### config.mk
export PLATFORM = sky130hd
export DESIGN_NAME = pipe_adder
export DESIGN_NICKNAME = d
export VERILOG_FILES = /design/src/rtl/pipe_adder_pkg.sv /design/src/rtl/pipe_adder_stage.sv /design/src/rtl/pipe_adder.sv
export SDC_FILE = /design/constraint.sdc
export NUM_CORES = 1
export LEC_CHECK = 0
export BUFFER_PORTS_ARGS = -buffer_cell sky130_fd_sc_hd__buf_4
export CORE_ASPECT_RATIO = 0.8
export CORE_MARGIN = 1
export CORE_UTILIZATION = 37
export CTS_BUF_LIST = sky130_fd_sc_hd__clkbuf_8
export DETAILED_ROUTE_END_ITERATION = 16
export GPL_TIMING_DRIVEN = 0
export SLEW_MARGIN = 10
export SYNTH_ARGS = -nofsm -noshare
export SYNTH_HDL_FRONTEND = slang
export SYNTH_HIERARCHICAL = 1
export SYNTH_SLANG_ARGS = --single-unit
export TNS_END_PERCENT = 1
### constraint.sdc
create_clock -name clk -period 2.85 [get_ports clk]
set_input_delay 0.285 -clock clk [delete_from_list [all_inputs] [get_ports clk]]
set_output_delay 0.285 -clock clk [all_outputs]
set_load 0.02 [all_outputs]
### src/rtl/pipe_adder_pkg.sv
// Shared constants and parameter helpers for the pipelined adder.
// Optional flag outputs are enabled by defining PIPE_ADDER_FLAGS_EN (default: off).
package pipe_adder_pkg;

  localparam int DEFAULT_DATA_LEN  = 32;
  localparam int DEFAULT_STAGE_NUM = 4;

  function automatic bit paramsLegal(input int dataLen, input int stageNum);
    return (stageNum >= 1) && ((dataLen % stageNum) == 0);
  endfunction

  // Falls back to the full width when the depth is illegal so elaboration reaches the check.
  function automatic int chunkWidth(input int dataLen, input int stageNum);
    return (stageNum >= 1) ? (dataLen / stageNum) : dataLen;
  endfunction

endpackage

### src/rtl/pipe_adder_stage.sv
// One pipeline stage: ripple-adds a single cw-bit chunk and registers carry, sum-so-far and operands.
// With PIPE_ADDER_FLAGS_EN defined the last stage also registers signed overflow and zero.
module pipe_adder_stage
  import pipe_adder_pkg::*;
#(
  parameter int cw        = 8,
  parameter int data_len  = 32,
  parameter int stage_idx = 0,
  parameter int is_last   = 0
) (
  input  logic                clk,
  input  logic                rst_n,
  input  logic                i_en,
  input  logic                i_valid,
  input  logic                i_carry,
  input  logic [data_len-1:0] i_a,
  input  logic [data_len-1:0] i_b,
  input  logic [data_len-1:0] i_s,
`ifdef PIPE_ADDER_FLAGS_EN
  output logic                o_ovf,
  output logic                o_zero,
`endif
  output logic                o_valid,
  output logic                o_carry,
  output logic [data_len-1:0] o_a,
  output logic [data_len-1:0] o_b,
  output logic [data_len-1:0] o_s
);

  localparam int LO = stage_idx * cw;

  logic [cw:0]         w_chunkSum;
  logic [data_len-1:0] w_sNext;
  logic                r_valid;
  logic                r_carry;
  logic [data_len-1:0] r_a;
  logic [data_len-1:0] r_b;
  logic [data_len-1:0] r_s;

  always_comb begin
    w_chunkSum = {1'b0, i_a[LO +: cw]} + {1'b0, i_b[LO +: cw]} + {{cw{1'b0}}, i_carry};
    w_sNext = i_s;
    w_sNext[LO +: cw] = w_chunkSum[cw-1:0];
  end

  always_ff @(posedge clk or negedge rst_n) begin
    if (!rst_n) begin
      r_valid <= 1'b0;
      r_carry <= 1'b0;
      r_a     <= '0;
      r_b     <= '0;
      r_s     <= '0;
    end else if (i_en) begin
      r_valid <= i_valid;
      r_carry <= w_chunkSum[cw];
      r_a     <= i_a;
      r_b     <= i_b;
      r_s     <= w_sNext;
    end
  end

  assign o_valid = r_valid;
  assign o_carry = r_carry;
  assign o_a     = r_a;
  assign o_b     = r_b;
  assign o_s     = r_s;

`ifdef PIPE_ADDER_FLAGS_EN
  // Only the final stage sees the complete sum, so only it owns the flag registers.
  if (is_last != 0) begin : g_flags
    logic w_ovf;
    logic w_zero;
    logic r_ovf;
    logic r_zero;

    assign w_ovf  = (i_a[data_len-1] == i_b[data_len-1]) && (w_sNext[data_len-1] != i_a[data_len-1]);
    assign w_zero = ~|w_sNext;

    always_ff @(posedge clk or negedge rst_n) begin
      if (!rst_n) begin
        r_ovf  <= 1'b0;
        r_zero <= 1'b0;
      end else if (i_en) begin
        r_ovf  <= w_ovf;
        r_zero <= w_zero;
      end
    end

    assign o_ovf  = r_ovf;
    assign o_zero = r_zero;
  end else begin : g_noFlags
    assign o_ovf  = 1'b0;
    assign o_zero = 1'b0;
  end
`endif

endmodule

### src/rtl/pipe_adder.sv
// Pipelined add/subtract unit: stage_num chunk stages with a single global advance (valid/ready both sides).
// Define PIPE_ADDER_FLAGS_EN to add the registered ovf and zero outputs.
module pipe_adder
  import pipe_adder_pkg::*;
#(
  parameter int data_len  = DEFAULT_DATA_LEN,
  parameter int stage_num = DEFAULT_STAGE_NUM
) (
  input  logic                clk,
  input  logic                rst_n,
  input  logic                in_valid,
  output logic                in_ready,
  input  logic [data_len-1:0] a,
  input  logic [data_len-1:0] b,
  input  logic                cin,
  input  logic                sub,
  output logic                out_valid,
  input  logic                out_ready,
  output logic [data_len-1:0] s,
`ifdef PIPE_ADDER_FLAGS_EN
  output logic                ovf,
  output logic                zero,
`endif
  output logic                cout
);

  localparam int cw = chunkWidth(data_len, stage_num);

  if (!paramsLegal(data_len, stage_num)) begin : g_badParams
    $error("pipe_adder: data_len must be a multiple of stage_num, and stage_num must be >= 1");
  end

  logic                w_adv;
  logic                w_valid [0:stage_num];
  logic                w_carry [0:stage_num];
  logic [data_len-1:0] w_a     [0:stage_num];
  logic [data_len-1:0] w_b     [0:stage_num];
  logic [data_len-1:0] w_s     [0:stage_num];
`ifdef PIPE_ADDER_FLAGS_EN
  logic                w_ovf   [0:stage_num-1];
  logic                w_zero  [0:stage_num-1];
`endif

  // The whole pipe moves in lockstep; a stalled result freezes every stage behind it.
  assign w_adv    = !out_valid || out_ready;
  assign in_ready = w_adv;

  assign w_valid[0] = in_valid;
  assign w_carry[0] = sub | cin;
  assign w_a[0]     = a;
  assign w_b[0]     = sub ? ~b : b;
  assign w_s[0]     = '0;

  for (genvar k = 0; k < stage_num; k++) begin : g_stage
    pipe_adder_stage #(
      .cw        (cw),
      .data_len  (data_len),
      .stage_idx (k),
      .is_last   ((k == stage_num - 1) ? 1 : 0)
    ) u_stage (
      .clk     (clk),
      .rst_n   (rst_n),
      .i_en    (w_adv),
      .i_valid (w_valid[k]),
      .i_carry (w_carry[k]),
      .i_a     (w_a[k]),
      .i_b     (w_b[k]),
      .i_s     (w_s[k]),
`ifdef PIPE_ADDER_FLAGS_EN
      .o_ovf   (w_ovf[k]),
      .o_zero  (w_zero[k]),
`endif
      .o_valid (w_valid[k+1]),
      .o_carry (w_carry[k+1]),
      .o_a     (w_a[k+1]),
      .o_b     (w_b[k+1]),
      .o_s     (w_s[k+1])
    );
  end

  assign out_valid = w_valid[stage_num];
  assign s         = w_s[stage_num];
  assign cout      = w_carry[stage_num];
`ifdef PIPE_ADDER_FLAGS_EN
  assign ovf       = w_ovf[stage_num-1];
  assign zero      = w_zero[stage_num-1];
`endif

endmodule

---- Yosys cells after proc, flatten, opt, wreduce, memory -nomap -nowiden ----
Cells that the tools add are included.
Widths: inputs -> output; s select.
operators by class
  reductions and logical operators ........ 2
  shift-type cells ........................ 0
  $add $sub $neg .......................... 8
  multiplexer cells ....................... 1
  divide/modulo/power cells ............... 0
  order comparisons ....................... 0
  multiply operators ...................... 0
  bitwise operators ....................... 2
  equal/unequal tests ..................... 0
operator list
  kind              count
  $add 8x8->9       4
  $add 9x1->9       4
  $mux 32           1
  $not 32->32       1
  $logic_not 1->1   1
  $logic_or 1x1->1  1
  $or 1x1->1        1
word-level totals
  ROM bits ................................ 0
  memory bits (writable) .................. 0
  register bits ........................... 280
  word-level logic and storage cells ...... 31
  latch bits .............................. 0
  output and inout port bits .............. 35
  memories ................................ 0
  bits of input ports ..................... 70

---- Logic depth before layout (Yosys ltp) ----
  depth in word-level cells ............... 4
  mapped depth ............................ 9
  mapped depth without buffers ............ 7

---- Modules after synthesis ----
Netlist, hierarchy kept.
modules (own cells, without submodules)
  module                                     seq. area each (um2)  instances  area each (um2)  cells each
  pipe_adder_stage (g_stage[2].u_stage ...)  2452.4                2          4058.9           261
  pipe_adder_stage (g_stage[1].u_stage)      2452.4                1          4026.4           261
  pipe_adder_stage (g_stage[0].u_stage)      2452.4                1          3978.8           263
  pipe_adder                                 0.0                   1          367.9            39

---- Worst setup path after synthesis ----
OpenSTA, ideal clock, no wires.
  kind .................................... input -> register
  start point ............................. in sub
  end point ............................... reg g_stage[0].u_stage.r_s[6]
  path buffers ............................ 1
  required time ........................... 2719 ps
  stages on the path ...................... 8
  setup time .............................. 131 ps
  arrival ................................. 2475 ps
  slack ................................... 244 ps
  path through ............................ buf_6 or2_2 fa_1 fa_1 a211oi_2 o21bai_1 and4b_1 or3_1
RTL lines
  element                 RTL line                RTL
  start: declaration      pipe_adder.sv:16        input logic sub,
  end signal: assignment  pipe_adder_stage.sv:58  r_s <= w_sNext;
  end: declaration        pipe_adder_stage.sv:38  logic [data_len-1:0] r_s;

==> metrics.cfg <==
[status]
status=finished clean

[placed_design]
portBuffers=103
dp_cells=1069
place_hpwl_um=12500
gp_congestion=0.799

[worst_setup_path]
r2r_cells=6
max_stage_delay_ps=510
worstPathRequired_ps=3170
ff2ff_setup_slack_ps=570
crit_cells=8
cp_common_cell=fa_1
critPathLaunchType=input pin
critPathMaxFanout=6
crit_buf_inv=1
crit_arrival_ps=2630
worst_setup_path_end_kind=flip-flop
critical_path.cell_chain=buf_6 > or2_2 > fa_1 > fa_1 > a211oi_2 > o21bai_1 > and4b_1 > or3_1
reg2reg_to=g_stage[2].u_stage/o_carry
cp_top_family=adder cells
path_class=input pin to flip-flop
cpMaxStageDelayCell=fa_1
reg2reg_from=g_stage[1].u_stage/o_carry

[detailed_routing]
post_drt_wl_per_cell_um=15.9
vias_per_cell=4.77
dr_wl_met2_um=7750
drc_errors=0
wl_met1_um=9160
drtPass1Iterations=6
top_layer_used=met4
drt_iter0_drc=154
num_vias=5255
route.met3.wl_um=540
ant_nets=0
wl_um=17500

[power]
power_density_mw_per_mm2=1060
p_leak_nw=4.59
finalPower_mw=11.0
irDropWorstVdd_v=0.000367

[grt]
grt_usage_pct=15.1
grt_max_degree=103
grt_overflow_total=0
antenna_found_initial=0
grt_pass1_wl_um=28600
grt_pass1_vias=5285

[layout]
diodes=0
drive_above_1_share_pct=30.7
syn_to_final_growth_pct=18.1
seq_area_mm2=0.00460
instances_no_fill=1101
fill_cells=2208
final_nets=883
multiInputGateArea_mm2=0.00382

[timing]
worstMarginPinSlew_ps=631
post-route-min-period_ps=2310
max-slew-margin-rel_pct=57.9
finalHoldViolations=0
rsz0062_at_grt=no
fmax_mhz=433
finalClockSkew_ps=13.7
setup_viol=0
finalCritPeriodShare_pct=81.0
fin_setup_tns_ps=0
slew_viol_final=0

[clocking]
root_buffer=clkbuf_8
clock_path_buffers=2
clock_sinks=184
numCtsBuffers=17
cts_tree=yes
clk_pin_slew_ps=100
cts_resized=0
h-tree-depth=4
postCtsSetupBuffers=0
clk_latency_ps=440
hold_buffers=1

[floorplanning]
die_w_um=174
dieArea_mm2=0.0244
initial_utilization_pct=37.7
rows=50
die_y_um=140
io_pins=105
coreArea_mm2=0.0233

[hold_path]
hold_class=input pin to flip-flop
hp-start=a[15]
holdPathStages=2
holdPathEnd=g_stage[0].u_stage/o_a[15]

[yosys]
synthCells=653
synth_nets=759
synth_area_per_cell_um2=13.5
yosysWarnings=6
syn-cell-area_mm2=0.00879

[flow_run]
maxCapViolations=0

## worst reg2reg max path, stage by stage, from the launching register on
cell	delay (ps)
dfrtp_1	420
fa_1	530
fa_1	470
a211oi_1	370
o21bai_2	140
o21ai_1	150
a21oi_1	80
## metal layers
metal,global-route usage [%],vias to the layer above
met3,3.53,5
met5,0,-
met2,23.0,68
li1,-,2584
met4,3.19,0
met1,21.9,2598
## stage by stage
| step | instance area [um2] | utilization, % | hold WS, ps | setup slack, ps |
|---|---|---|---|---|
| 4_1_cts | 10400 | 44.5 | 20.6 | 557 |
| 5_1_grt | 10400 | 44.5 | 14.2 | 420 |
| 6_report | 10400 | 44.5 | 55.7 | 542 |
| 3_5_place_dp | 9990 | 42.8 | 331 | 72.3 |
| 2_1_floorplan | 8790 | - | -10.6 | 244 |
| 3_3_place_gp | 9960 | 42.7 | 461 | 86.0 |
## sequential cells by signal, indices dropped and copies added (netlist names)
name                     count
g_stage.u_stage/o_a         48
g_stage.u_stage/o_valid      4
g_stage.u_stage/o_carry      4
g_stage.u_stage/o_b         48
g_stage.u_stage/o_s         80
## report_power, final
part | switching, mW | internal [mW] | total [mW]
Clock | 0.934 | 0.793 | 1.73
Combinational | 2.46 | 2.42 | 4.89
Sequential | 0.624 | 3.77 | 4.39
## area by class of cell
cell class,instances,area share [%]
Tap cell,312,3.76
Inverter,12,0.434
Sequential cell,184,44.3
Clock buffer,18,2.39
Buffer,41,3.11
Clock inverter,13,1.28
Timing Repair Buffer,105,7.88
Multi-Input combinational cell,416,36.8
## placed cells by master (no fill, tap or decap), types with 8 or more instances in the layout
master,instances
inv_1,15
mux2_1,105
nor2_1,17
ha_1,28
mux2_2,54
dfrtp_1,184
clkbuf_8,18
a21oi_1,25
o22ai_1,8
nor2b_1,8
xor2_1,36
buf_2,15
o21ai_0,24
fa_1,8
nand2_1,13
mux2i_1,8
buf_4,115
a211oi_1,12
## how the worst max path moves through the flow
stage | from | to | slack, ps
floorplan | sub | g_stage[0].u_stage/o_s[6] | 240
global placement | sub | g_stage[0].u_stage/o_s[6] | 90
detailed placement | sub | g_stage[0].u_stage/o_s[6] | 70
CTS | g_stage[1].u_stage/o_carry | g_stage[2].u_stage/o_carry | 560
global route | g_stage[1].u_stage/o_carry | g_stage[2].u_stage/o_carry | 420
finish | sub | g_stage[0].u_stage/o_s[6] | 540
Power figures use the tool's default switching activity.
